`src/rtl/mem_port_arbiter_pkg.sv`:
```
// Shared types and constants for the CPU/loader memory port arbiter.
// The FSM state encoding and owner codes are used by both the top and the select logic.
package mem_port_arbiter_pkg;

  typedef enum logic [1:0] {
    ST_IDLE  = 2'd0,
    ST_ISSUE = 2'd1,
    ST_WAIT  = 2'd2,
    ST_DONE  = 2'd3
  } arb_state_t;

  localparam logic OWNER_CPU = 1'b0;
  localparam logic OWNER_LDR = 1'b1;

  localparam int unsigned DEF_ADDR_W     = 16;
  localparam int unsigned DEF_DATA_W     = 16;
  localparam int unsigned DEF_MEM_LAT    = 1;
  localparam int unsigned DEF_STARVE_MAX = 4;

  // Bits needed to hold values 0..max_val, never less than one bit.
  function automatic int unsigned cnt_width(input int unsigned max_val);
    return (max_val < 2) ? 1 : $clog2(max_val + 1);
  endfunction

endpackage

```
`src/rtl/mem_port_arbiter_arb_priority_select.sv`:
```
// Picks the next memory owner: CPU has priority unless the loader has waited
// through STARVE_MAX consecutive CPU grants.
module arb_priority_select
  import mem_port_arbiter_pkg::*;
#(
  parameter int unsigned STARVE_MAX = DEF_STARVE_MAX
) (
  input  logic CLK,
  input  logic Reset,
  input  logic cpu_req,
  input  logic ldr_req,
  input  logic grant_en,
  output logic grant_valid,
  output logic grant_owner
);

  localparam int unsigned CW = cnt_width(STARVE_MAX);
  localparam logic [CW-1:0] STARVE_LIMIT = CW'(STARVE_MAX);

  logic [CW-1:0] starve_cnt_reg;
  logic [CW-1:0] starve_cnt_next;

  assign grant_valid = cpu_req | ldr_req;
  assign grant_owner = (ldr_req && (!cpu_req || starve_cnt_reg == STARVE_LIMIT))
                       ? OWNER_LDR : OWNER_CPU;

  // The count only tracks an outstanding loader request; it saturates at the limit.
  always_comb begin
    starve_cnt_next = starve_cnt_reg;
    if (!ldr_req) begin
      starve_cnt_next = '0;
    end else if (grant_en && grant_valid) begin
      if (grant_owner == OWNER_LDR) begin
        starve_cnt_next = '0;
      end else if (starve_cnt_reg != STARVE_LIMIT) begin
        starve_cnt_next = starve_cnt_reg + CW'(1);
      end
    end
  end

  always_ff @(posedge CLK) begin
    if (Reset) begin
      starve_cnt_reg <= '0;
    end else begin
      starve_cnt_reg <= starve_cnt_next;
    end
  end

endmodule

```
`src/rtl/mem_port_arbiter.sv`:
```
// Shares one memory between the CPU and a loader/debug port, one access at a
// time: IDLE -> ISSUE -> [WAIT] -> DONE, stalling the CPU while its access is pending.
module mem_port_arbiter
  import mem_port_arbiter_pkg::*;
#(
  parameter int unsigned ADDR_W     = DEF_ADDR_W,
  parameter int unsigned DATA_W     = DEF_DATA_W,
  parameter int unsigned MEM_LAT    = DEF_MEM_LAT,
  parameter int unsigned STARVE_MAX = DEF_STARVE_MAX
) (
  input  logic              CLK,
  input  logic              Reset,
  input  logic              cpu_req,
  input  logic              cpu_we,
  input  logic [ADDR_W-1:0] cpu_addr,
  input  logic [DATA_W-1:0] cpu_wdata,
  output logic [DATA_W-1:0] cpu_rdata,
  output logic              cpu_done,
  output logic              cpu_stall,
  input  logic              ldr_req,
  input  logic              ldr_we,
  input  logic [ADDR_W-1:0] ldr_addr,
  input  logic [DATA_W-1:0] ldr_wdata,
  output logic [DATA_W-1:0] ldr_rdata,
  output logic              ldr_done,
  output logic              mem_en,
  output logic              mem_we,
  output logic [ADDR_W-1:0] mem_addr,
  output logic [DATA_W-1:0] mem_wdata,
  input  logic [DATA_W-1:0] mem_rdata,
  output logic              owner
);

  localparam int unsigned LW = cnt_width(MEM_LAT - 1);

  arb_state_t        state_reg;
  arb_state_t        state_next;
  logic [LW-1:0]     lat_cnt_reg;
  logic              we_reg;
  logic [ADDR_W-1:0] addr_reg;
  logic [DATA_W-1:0] wdata_reg;
  logic              owner_reg;
  logic              grant_valid;
  logic              grant_owner;
  logic              grant_en;

  assign grant_en = (state_reg == ST_IDLE);

  arb_priority_select #(
    .STARVE_MAX (STARVE_MAX)
  ) u_select (
    .CLK         (CLK),
    .Reset       (Reset),
    .cpu_req     (cpu_req),
    .ldr_req     (ldr_req),
    .grant_en    (grant_en),
    .grant_valid (grant_valid),
    .grant_owner (grant_owner)
  );

  always_ff @(posedge CLK) begin
    if (Reset) begin
      state_reg <= ST_IDLE;
    end else begin
      state_reg <= state_next;
    end
  end

  always_comb begin
    state_next = state_reg;
    case (state_reg)
      ST_IDLE:  if (grant_valid) state_next = ST_ISSUE;
      ST_ISSUE: state_next = (we_reg || MEM_LAT == 1) ? ST_DONE : ST_WAIT;
      ST_WAIT:  if (lat_cnt_reg <= LW'(1)) state_next = ST_DONE;
      ST_DONE:  state_next = ST_IDLE;
      default:  state_next = ST_IDLE;
    endcase
  end

  // Request latch and latency counter; the latch also drives the memory address/data.
  always_ff @(posedge CLK) begin
    if (Reset) begin
      we_reg      <= 1'b0;
      addr_reg    <= '0;
      wdata_reg   <= '0;
      owner_reg   <= OWNER_CPU;
      lat_cnt_reg <= '0;
    end else begin
      case (state_reg)
        ST_IDLE: begin
          if (grant_valid) begin
            owner_reg <= grant_owner;
            we_reg    <= (grant_owner == OWNER_LDR) ? ldr_we    : cpu_we;
            addr_reg  <= (grant_owner == OWNER_LDR) ? ldr_addr  : cpu_addr;
            wdata_reg <= (grant_owner == OWNER_LDR) ? ldr_wdata : cpu_wdata;
          end
        end
        ST_ISSUE: lat_cnt_reg <= LW'(MEM_LAT - 1);
        ST_WAIT:  lat_cnt_reg <= lat_cnt_reg - LW'(1);
        default:  ;
      endcase
    end
  end

  // One read-data register per requester, indexed by owner code (0=CPU, 1=loader).
  for (genvar gi = 0; gi < 2; gi++) begin : g_rdata
    logic [DATA_W-1:0] rdata_reg;
    always_ff @(posedge CLK) begin
      if (Reset) begin
        rdata_reg <= '0;
      end else if (state_reg == ST_DONE && !we_reg && owner_reg == 1'(gi)) begin
        rdata_reg <= mem_rdata;
      end
    end
  end

  assign cpu_rdata = g_rdata[0].rdata_reg;
  assign ldr_rdata = g_rdata[1].rdata_reg;

  // mem_en follows the ISSUE state even while Reset is high, so a write issued
  // in the reset cycle still reaches the memory.
  always_comb begin
    mem_en    = 1'b0;
    mem_we    = 1'b0;
    cpu_done  = 1'b0;
    ldr_done  = 1'b0;
    mem_addr  = addr_reg;
    mem_wdata = wdata_reg;
    owner     = owner_reg;
    if (state_reg == ST_ISSUE) begin
      mem_en = 1'b1;
      mem_we = we_reg;
    end
    if (state_reg == ST_DONE) begin
      cpu_done = (owner_reg == OWNER_CPU);
      ldr_done = (owner_reg == OWNER_LDR);
    end
    cpu_stall = cpu_req & ~cpu_done;
  end

endmodule

```
`config.mk`:
```
export PLATFORM = sky130hd
export DESIGN_NAME = mem_port_arbiter
export DESIGN_NICKNAME = d
export VERILOG_FILES = /design/src/rtl/mem_port_arbiter_pkg.sv /design/src/rtl/mem_port_arbiter_arb_priority_select.sv /design/src/rtl/mem_port_arbiter.sv
export SDC_FILE = /design/constraint.sdc
export NUM_CORES = 1
export LEC_CHECK = 0
export BUFFER_PORTS_ARGS = -buffer_cell sky130_fd_sc_hd__buf_4
export CAP_MARGIN = 5
export CELL_PAD_IN_SITES_DETAIL_PLACEMENT = 0
export CELL_PAD_IN_SITES_GLOBAL_PLACEMENT = 1
export CORE_MARGIN = 2
export CORE_UTILIZATION = 33
export DETAILED_ROUTE_END_ITERATION = 8
export GPL_TIMING_DRIVEN = 1
export PLACE_DENSITY = 0.92
export SYNTH_ARGS = -nofsm -noshare
export SYNTH_HDL_FRONTEND = slang
export SYNTH_SLANG_ARGS = --single-unit
```
`constraint.sdc`:
```
create_clock -name CLK -period 2.36 [get_ports CLK]
set_clock_uncertainty 0.2 [all_clocks]
set_input_delay 0.472 -clock CLK [delete_from_list [all_inputs] [get_ports CLK]]
set_output_delay 0.472 -clock CLK [all_outputs]
set_load 0.02 [all_outputs]
```
### Yosys cells after proc, flatten, opt, wreduce, memory -nomap -nowiden

Cells that the tools add are included.

* add/sub/neg operators: 2
* magnitude comparators: 1
* equal/unequal tests: 7
* muxes and demuxes: 14
* bitwise operators: 5
* reductions and logical operators: 15

Operators with widths (number)
* $mux W16: 2
* $pmux W2 S4: 1
* $mux W1: 6
* $mux W3: 2
* $reduce_and A2 Y1: 3
* $logic_and A1 B1 Y1: 5
* $eq A2 B2 Y1 const B: 2
* $mux W2: 2
* $ne A2 B2 Y1 const B: 2
* $reduce_bool A2 Y1: 2
* $add A3 B1 Y3 const B: 1
* $eq A3 B3 Y1 const B: 1
* $ne A3 B3 Y1 const B: 1
* $not A1 Y1: 3
* $eq A2 B1 Y1 const B: 1
* $logic_not A1 Y1: 2
* $logic_not A2 Y1: 1
* $pmux W1 S2: 1
* $reduce_or A2 Y1: 1
* $and A1 B1 Y1: 1
* $le A1 B1 Y1 const B: 1
* $logic_or A1 B1 Y1: 1
* $or A1 B1 Y1: 1
* $sub A1 B1 Y1 const B: 1

* register bits after elaboration: 72
* output and inout port bits: 70
* word-level logic and storage cells: 53

### Depth between registers and ports, before layout

Gate-level depths: netlist of run 1.

* depth in word-level cells: 6
* mapped depth: 7
* depth with buffers taken out: 5

### By module

From an unflattened synthesis of run 1, not the netlist that was laid out.

* cell total of the unflattened synthesis: 331
* area, all modules: 2949.1 µm²

Modules (own cells, without submodules)
* mem_port_arbiter: times used 1, cells an instance 310, area an instance 2762.6 µm²
* arb_priority_select: times used 1, cells an instance 21, area an instance 186.4 µm²

### Worst setup path after synthesis of run 1

OpenSTA, ideal clock, no wires.

* kind: register to output
* from: reg state_reg[0]
* to: out cpu_stall
* arrival: 1163 ps
* data required time: 1688 ps
* setup slack: 525 ps
* stages on the path, launching flop included: 4
* path buffers: 0
* path through: dfxtp_1 > ha_1 > nor2b_1 > nor2b_1

* longest elaborated chain between the ends: 4

RTL lines
* start, declared: line mem_port_arbiter.sv:36 `arb_state_t state_reg;`
* start signal, assigned: line mem_port_arbiter.sv:65 `state_reg <= state_next;`
* $eq A2 B2 Y1: line mem_port_arbiter.sv:134 `if (state_reg == ST_DONE) begin`
* $mux W1: line mem_port_arbiter.sv:134
* via cpu_done: line mem_port_arbiter.sv:18 `output logic cpu_done,`
* $not A1 Y1: line mem_port_arbiter.sv:138 `cpu_stall = cpu_req & ~cpu_done;`
* $and A1 B1 Y1: line mem_port_arbiter.sv:138
* end, declared: line mem_port_arbiter.sv:19 `output logic cpu_stall,`

The timed path passes the listed nets, and every way through them passes these cells.

### Worst setup path in the final report of run 1

* from: reg state_reg[0]
* to: out cpu_stall

* longest elaborated chain between the ends: 4

RTL lines (line)
* $eq A2 B2 Y1: mem_port_arbiter.sv:134
* $mux W1: mem_port_arbiter.sv:134
* $not A1 Y1: mem_port_arbiter.sv:138
* $and A1 B1 Y1: mem_port_arbiter.sv:138

No other way between the ends.

==> results of run 1 <==
[synthesized netlist by cell type (2+ instances only)]
library cell   n  area share
nor2_1        36       0.042
nor2b_1        2      0.0039
o21ai_1       28       0.043
nand3_1       35       0.054
o21ai_0        7       0.011
a21oi_1       35       0.054
and2_1         2      0.0039
inv_1          6      0.0070
clkbuf_1      11       0.013
nand2_1       66       0.077
buf_2         13       0.020
a311oi_1       6       0.016
dfxtp_1       71        0.44
or3b_1         2      0.0054
buf_6          6       0.021
a311oi_2      27        0.13
buf_4          4      0.0093
ha_1           5       0.019
[kinds of logic (layout without fill, tap and decap cells)]
family	count (synthesis)	after routing
flops	71	71
simple gates	149	149
fa+ha+maj	5	5
mux	1	1
compound gates	108	108
buf+inv	41	189
[area by class of cell]
class                      count  area, sq um  area share
sequential                    71         1421      0.2987
clock inverter                 5        128.9     0.02708
timing repair buffer         167         1291      0.2714
clock buffer                  11        141.4     0.02971
multi-input combinational    263         1587      0.3334
tap                          133        166.4     0.03497
inverter                       6        22.52    0.004733
[power by group]
part	switching, mW	internal [mW]	total (mW)
registers	0.0628	1.30	1.37
clock network	0.447	0.841	1.29
logic	0.463	0.393	0.856
[metal layers]
| layer | up-vias | GRT usage | routed length, um |
|---|---|---|---|
| met5 | - | 0 | 0 |
| met4 | 0 | 0.04150 | 98 |
| met3 | 7 | 0.05763 | 637 |
| met2 | 123 | 0.2817 | 4216 |
| met1 | 1504 | 0.1941 | 3818 |
| li1 | 1606 | - | - |
[tightest hold or removal path, delay by kind of cell]
family,cells,cell delay (ns)
simple gates,1,0.04
compound gates,1,0.05
buf+inv,1,0.11
[how the worst min path moves through the flow]
stage,start,to,slack [ns],cells past startpoint
after floorplan,u_select.starve_cnt_reg[1],u_select.starve_cnt_reg[1],0.25,2
after global placement,cpu_rdata[7],cpu_rdata[7],0.24,2
after detailed placement,cpu_rdata[1],cpu_rdata[1],0.25,2
after CTS,mem_rdata[3],cpu_rdata[3],0.17,3
after global routing,mem_rdata[3],ldr_rdata[3],0.16,3
final,mem_rdata[3],ldr_rdata[3],0.18,3
[per-stage QoR]
stage / utilization / hold slack [ns]
2_1_floorplan: - / 0.2486
5_1_grt: 0.4936 / 0.1582
6_report: 0.4936 / 0.1847
4_1_cts: 0.4936 / 0.1658
3_5_place_dp: 0.4656 / 0.2477
3_3_place_gp: 0.4656 / 0.2447
==> summary.txt, run 1 <==
Status: completed
Layout cell share with drive strength beyond 1: 0.4054
CTS tree: done
Crit path kind: reg2out
DRC errors left: 0
Worst path max stage delay: 0.38 ns
CP Cell Sequence: ha_1 > nor2b_1 > nor2b_1 > buf_4
Complex-gate fraction of the synthesized area: 0.2658
Initial Util: 0.3359
Hold-fix buffers, CTS: 0
Peak fanout along the critical path: 7
CP delay by family, top: flip-flops
Vias in the first global route: 3036
GRT Total Usage: 0.1635
Max VDD drop: 0.0003309 V
Dominant combinational cell family by area after synthesis: compound AO/OA/AOI/OAI gates
Multiplexer area fraction after synthesis: 0.003091
Worst EP arrival: 1.48 ns
R2R cell count: 6
Setup_tns: 0 ns
Routed WL: 8771 um
Total number of vias: 3240
Pre-antenna DRT Iters: 6
N_diodes: 0
Startpoint Class: register
Worst Setup EP: cpu_stall
Die X: 103.1 um
Crit Reg-Reg Startpoint: u_select.starve_cnt_reg[0]
Post-synthesis xor/xnor area fraction: 0
Core Rows: 36
GPL Wtd Cong: 0.7849
Congestion Overflow GR: 0
H-tree depth: 3
Dpl ws: 0.4748 ns
Core ar.: 9639 sq um
Pleak: 1.959 nW
Hold Fails Final Rpt: 0
Wire length per cell: 13.37 um
Cell Area, Synth: 3238 sq um
First-pass GRT wire length: 13720 um
FFs w/ async S/R, synth: 0
Synth Area in Adders: 0.01932
Final worst setup slack: 0.2079 ns
Final instance area: 4758 sq um
Final cell count without fillers: 656
Clk Latency, worst-skew pair: 0.33 ns
Number of setup violations in the final report: 0
Seq/Total Area, Yosys: 0.4389
Synth Instances: 375
Setup slack, reg-to-reg: 0.48 ns
Routed Antenna Nets: 0
Initial DRC Count: 112
Pin count of the biggest net entering global routing: 37
Maxcap violations: 0
Worst Path Buf+Inv: 1
Most frequent cells in the layout: buf_4 (164), dfxtp_1 (71), nand2_1 (66), nor2_1 (36)
Placed inst area: 4488 sq um
Slowest CP cell: dfxtp_1
Syn avg cell area: 8.635 sq um
Max_slew headroom: 0.5724
Die Y: 103.1 um
Most frequent CP cell: nor2b_1
Worst setup startpoint: state_reg[0]
CTS root buffer: clkbuf_8
Post-synth EDFFs: 0
Io pins: 156
Worst hold path type: in2reg
Clock Sink Count: 71
FF+latch count, synth: 71
Max Fclk: 464.7 MHz
Maximum buffer depth of the clock tree: 2
Post-CTS Resized: 0
Synth Flop Type: dfxtp_1
Slew Viols, Final: 0
Initial antenna violation count: 0
Overall power: 3.509 mW
Least-Margin Pin Slew: 0.6394 ns
Setup bufs post-CTS: 0
Worst Setup End Kind: primary output
Synthesized Nets: 466
CTS Buf Count: 9
Critical Path Stages: 4
Layout Nets: 609
# fillers: 938
Min Clock Period, post-route: 2.152 ns
Synth Area in Simple Gates: 0.2013
YS warnings: 0
Period utilisation layout: 0.9119
Power per cell area: 737.4 nW/um^2
Area of the die: 10620 sq um
P&R area growth vs syn: 46.95%
Clock Pin Slew Worst Setup and Hold Paths: 0.08 ns
Placed instance count: 640
HPWL Detailed: 6548 um
Commonest non-fill, non-tap cell in the layout: buf_4
Worst endpoint required time: 1.69 ns
Via density: 4.939
Critical R2R Capture: mem_wdata[0]
RSZ-0062 raised after global routing: no
Port Buf Inserts: 155
Synth cell types: 31
No activity file was read; power rests on OpenSTA's default activity.
==> run 2: changes to the inputs <==
- ABC_AREA: not set -> 1
- CAP_MARGIN: 5 -> not set
- CORE_UTILIZATION: 33 -> 31
- REMOVE_ABC_BUFFERS: not set -> 1
==> summary.txt, run 2 <==
Sw frac: 0.3050 (+0.02771)
# fillers: 1053 (+12%)
GRT Total Usage: 0.1725 (+0.009063)
Least-Margin Pin Slew: 0.6570 ns (+0.01760 ns)
HPWL Detailed: 6872 um (+4.9%)
Max VDD drop: 0.0002856 V (-14%)
Wire length per cell: 12.53 um (-6.3%)
Max Fclk: 498.4 MHz (+7.3%)
Combinational Power Share: 0.253 (+0.009)
Pin count of the biggest net entering global routing: 37 (unchanged)
Post-synth EDFFs: 0 (unchanged)
Layout cell share with drive strength beyond 1: 0.2932 (-0.1122)
Setup_tns: 0 ns (unchanged)
Peak fanout along the critical path: 4 (-3)
Synth Flop Type: dfxtp_1
Hold-fix buffers, CTS: 0 (unchanged)
Routed Antenna Nets: 0 (unchanged)
Worst endpoint required time: 1.69 ns (about the same)
Startpoint Class: register
Die X: 106.3 um (+3.1%)
Synth area leader: dfxtp_1
Clock power frac: 0.324 (-0.043)
Slowest CP cell: dfxtp_1
Final worst setup slack: 0.3538 ns (+0.1459 ns)
Most frequent cells in the layout: buf_4 (161), nor2_1 (102), nand2_1 (94), nand3_1 (88), dfxtp_1 (71)
DRC errors left: 0 (unchanged)
R2R cell count: 9 (+3)
Worst Setup End Kind: primary output
Cell Area, Synth: 3243 sq um (+0.15%)
Initial DRC Count: 190 (+70%)
Max_slew headroom: 0.5604 (-0.01199)
Crit Reg-Reg Startpoint: u_select.starve_cnt_reg[0]
H-tree depth: 3 (unchanged)
Via density: 4.628 (-6.3%)
Total number of vias: 3550 (+9.6%)
Top cells by area, synth: dfxtp_1 (44%), nand3_1 (14%), nor2_1 (12%), nand2_1 (11%), inv_1 (5.3%)
Io pins: 156 (unchanged)
Core ar.: 10230 sq um (+6.1%)
YS warnings: 0 (unchanged)
P_int: 2.233 mW (-12%)
Seq/Total Area, Yosys: 0.4383 (-0.0006774)
Final instance area: 4691 sq um (-1.4%)
Clock Sink Count: 71 (unchanged)
Worst EP arrival: 1.33 ns (-0.15 ns)
Syn avg cell area: 6.701 sq um (-22%)
Die Y: 106.3 um (+3.1%)
CTS root buffer: clkbuf_8
Maximum buffer depth of the clock tree: 2 (unchanged)
Fin util: 0.4585 (-0.03516)
Vias in the first global route: 3295 (+8.5%)
Dpl ws: 0.5029 ns (+0.02805 ns)
Reg power frac: 0.423 (+0.034)
Clock Pin Slew Worst Setup and Hold Paths: 0.08 ns (about the same)
Setup bufs post-CTS: 0 (unchanged)
Commonest non-fill, non-tap cell in the layout: buf_4
Pleak: 2.449 nW (+25%)
Hold Path End: ldr_rdata[11]
Layout Nets: 718 (+18%)
First-pass GRT wire length: 15630 um (+14%)
Psw: 980.1 uW (+0.72%)
Hold depth: 3 (unchanged)
Synth top area share: 0.4383 (-0.0006774)
Slew Viols, Final: 0 (unchanged)
P&R area growth vs syn: 44.64%
CP Cell Sequence: ha_1 > inv_1 > nor2_4 > nor2_1 > buf_4
Status: completed
Pre-antenna DRT Iters: 5 (-1)
Number of setup violations in the final report: 0 (unchanged)
GPL Wtd Cong: 0.7592 (-3.3%)
Synth cell count leaders: nor2_1 (102), nand2_1 (94), nand3_1 (88), dfxtp_1 (71), inv_1 (46)
Routed WL: 9607 um (+9.5%)
Most common cell in the netlist: nor2_1
FF+latch count, synth: 71 (unchanged)
Worst hold path type: in2reg
Maxcap violations: 0 (unchanged)
CTS tree: done
Worst path max stage delay: 0.38 ns (about the same)
Area of the die: 11300 sq um (+6.4%)
FFs w/ async S/R, synth: 0 (unchanged)
Core Rows: 37 (+2.8%)
Post-CTS Resized: 0 (unchanged)
N_diodes: 0 (unchanged)
Period utilisation layout: 0.8501 (-0.06180)
Initial antenna violation count: 0 (unchanged)
Setup slack, reg-to-reg: 0.50 ns (+0.02 ns)
Power per cell area: 685.0 nW/um^2 (-7.1%)
Min Clock Period, post-route: 2.006 ns (-0.1459 ns)
RSZ-0062 raised after global routing: no
Synth Instances: 484 (+29%)
Synth cell types: 18 (-42%)
Placed inst area: 4481 sq um (-0.17%)
Crit path kind: reg2out
Port Buf Inserts: 155 (unchanged)
Clk Latency, worst-skew pair: 0.34 ns (about the same)
CTS Buf Count: 9 (unchanged)
HP Start: mem_rdata[11]
Critical R2R Capture: mem_addr[8]
Initial Util: 0.3170 (-0.01894)
Congestion Overflow GR: 0 (unchanged)
Hold Fails Final Rpt: 0 (unchanged)
[run 2: cell types whose count changed in the layout (fill, tap and decap cells not counted), moves of 6 or more]
cell and delta:
nor2_1 +66, nand3_1 +53, inv_1 +40, nand2_1 +28, a311oi_2 -27, o21ai_1 -27, a21oi_1 -15, o21ai_0 +11
a311oi_1 -6
[run 2: per-layer routing]
layer  part of all wire  wire length [um]  up-vias  global-route usage
li1                   -                 -     1805                   -
met1               0.43              4136     1596              0.2138
met2               0.47              4538      145              0.2871
met3              0.091               872        4             0.06131
met4             0.0061                59        0             0.03947
met5                  0                 0        -                   0
[run 2: logic make-up (layout without fill, tap and decap cells)]
family / Yosys count / count (layout) / synth area share
buffers and inverters: 77 / 224 / 0.09915
adders and majority gates: 5 / 5 / 0.01929
DFF: 71 / 71 / 0.4383
and+or+nand+nor: 291 / 291 / 0.3808
AOI/OAI and AO/OA: 40 / 40 / 0.06250
[run 2: worst max path at each step]
| stage | start | end | slack [ns] | depth (start not counted) |
|---|---|---|---|---|
| finish | state_reg[0] | cpu_stall | 0.35 | 5 |
| global placement | ldr_req | mem_addr[8] | 0.56 | 6 |
| detailed placement | u_select.starve_cnt_reg[0] | mem_addr[1] | 0.50 | 9 |
| floorplan | state_reg[1] | u_select.starve_cnt_reg[0] | 0.30 | 7 |
| global route | state_reg[0] | cpu_stall | 0.23 | 5 |
| CTS | state_reg[0] | cpu_stall | 0.33 | 5 |
[run 2: power groups by stage]
stage,Clock [mW],Sequential [mW],Combinational [mW]
2_1_floorplan,0,1.49,0.321
3_3_place_gp,0,1.38,0.806
3_5_place_dp,0,1.39,0.818
4_1_cts,1.08,1.36,0.821
5_1_grt,1.15,1.37,0.908
6_report,1.04,1.36,0.811
[run 2: final cells by class]
| cell class | count | area (sq um) | share of cell area |
|---|---|---|---|
| Tap cell | 136 | 170.2 | 0.03628 |
| Clock buffer | 9 | 123.9 | 0.02641 |
| Multi-Input combinational cell | 336 | 1500 | 0.3198 |
| Sequential cell | 71 | 1421 | 0.3030 |
| Inverter | 48 | 180.2 | 0.03841 |
| Timing Repair Buffer | 161 | 1209 | 0.2577 |
| Clock inverter | 6 | 86.33 | 0.01840 |
[run 2: metrics by stage]
stage               power (mW)  std cells  hold slack [ns]
finish                   3.213        767           0.1649
global route             3.425        767           0.1482
CTS                      3.265        767           0.1478
detailed placement       2.206        752           0.2546
global placement         2.191        752           0.2510
floorplan                1.812        455           0.2547
[run 2: worst max-delay path, delay by kind of cell (launching register included)]
kind,cells,cell delay [ns]
adder cells (fa/ha/maj),1,0.22
buffers and inverters,2,0.23
flip-flops,1,0.38
AND/OR/NAND/NOR,2,0.16
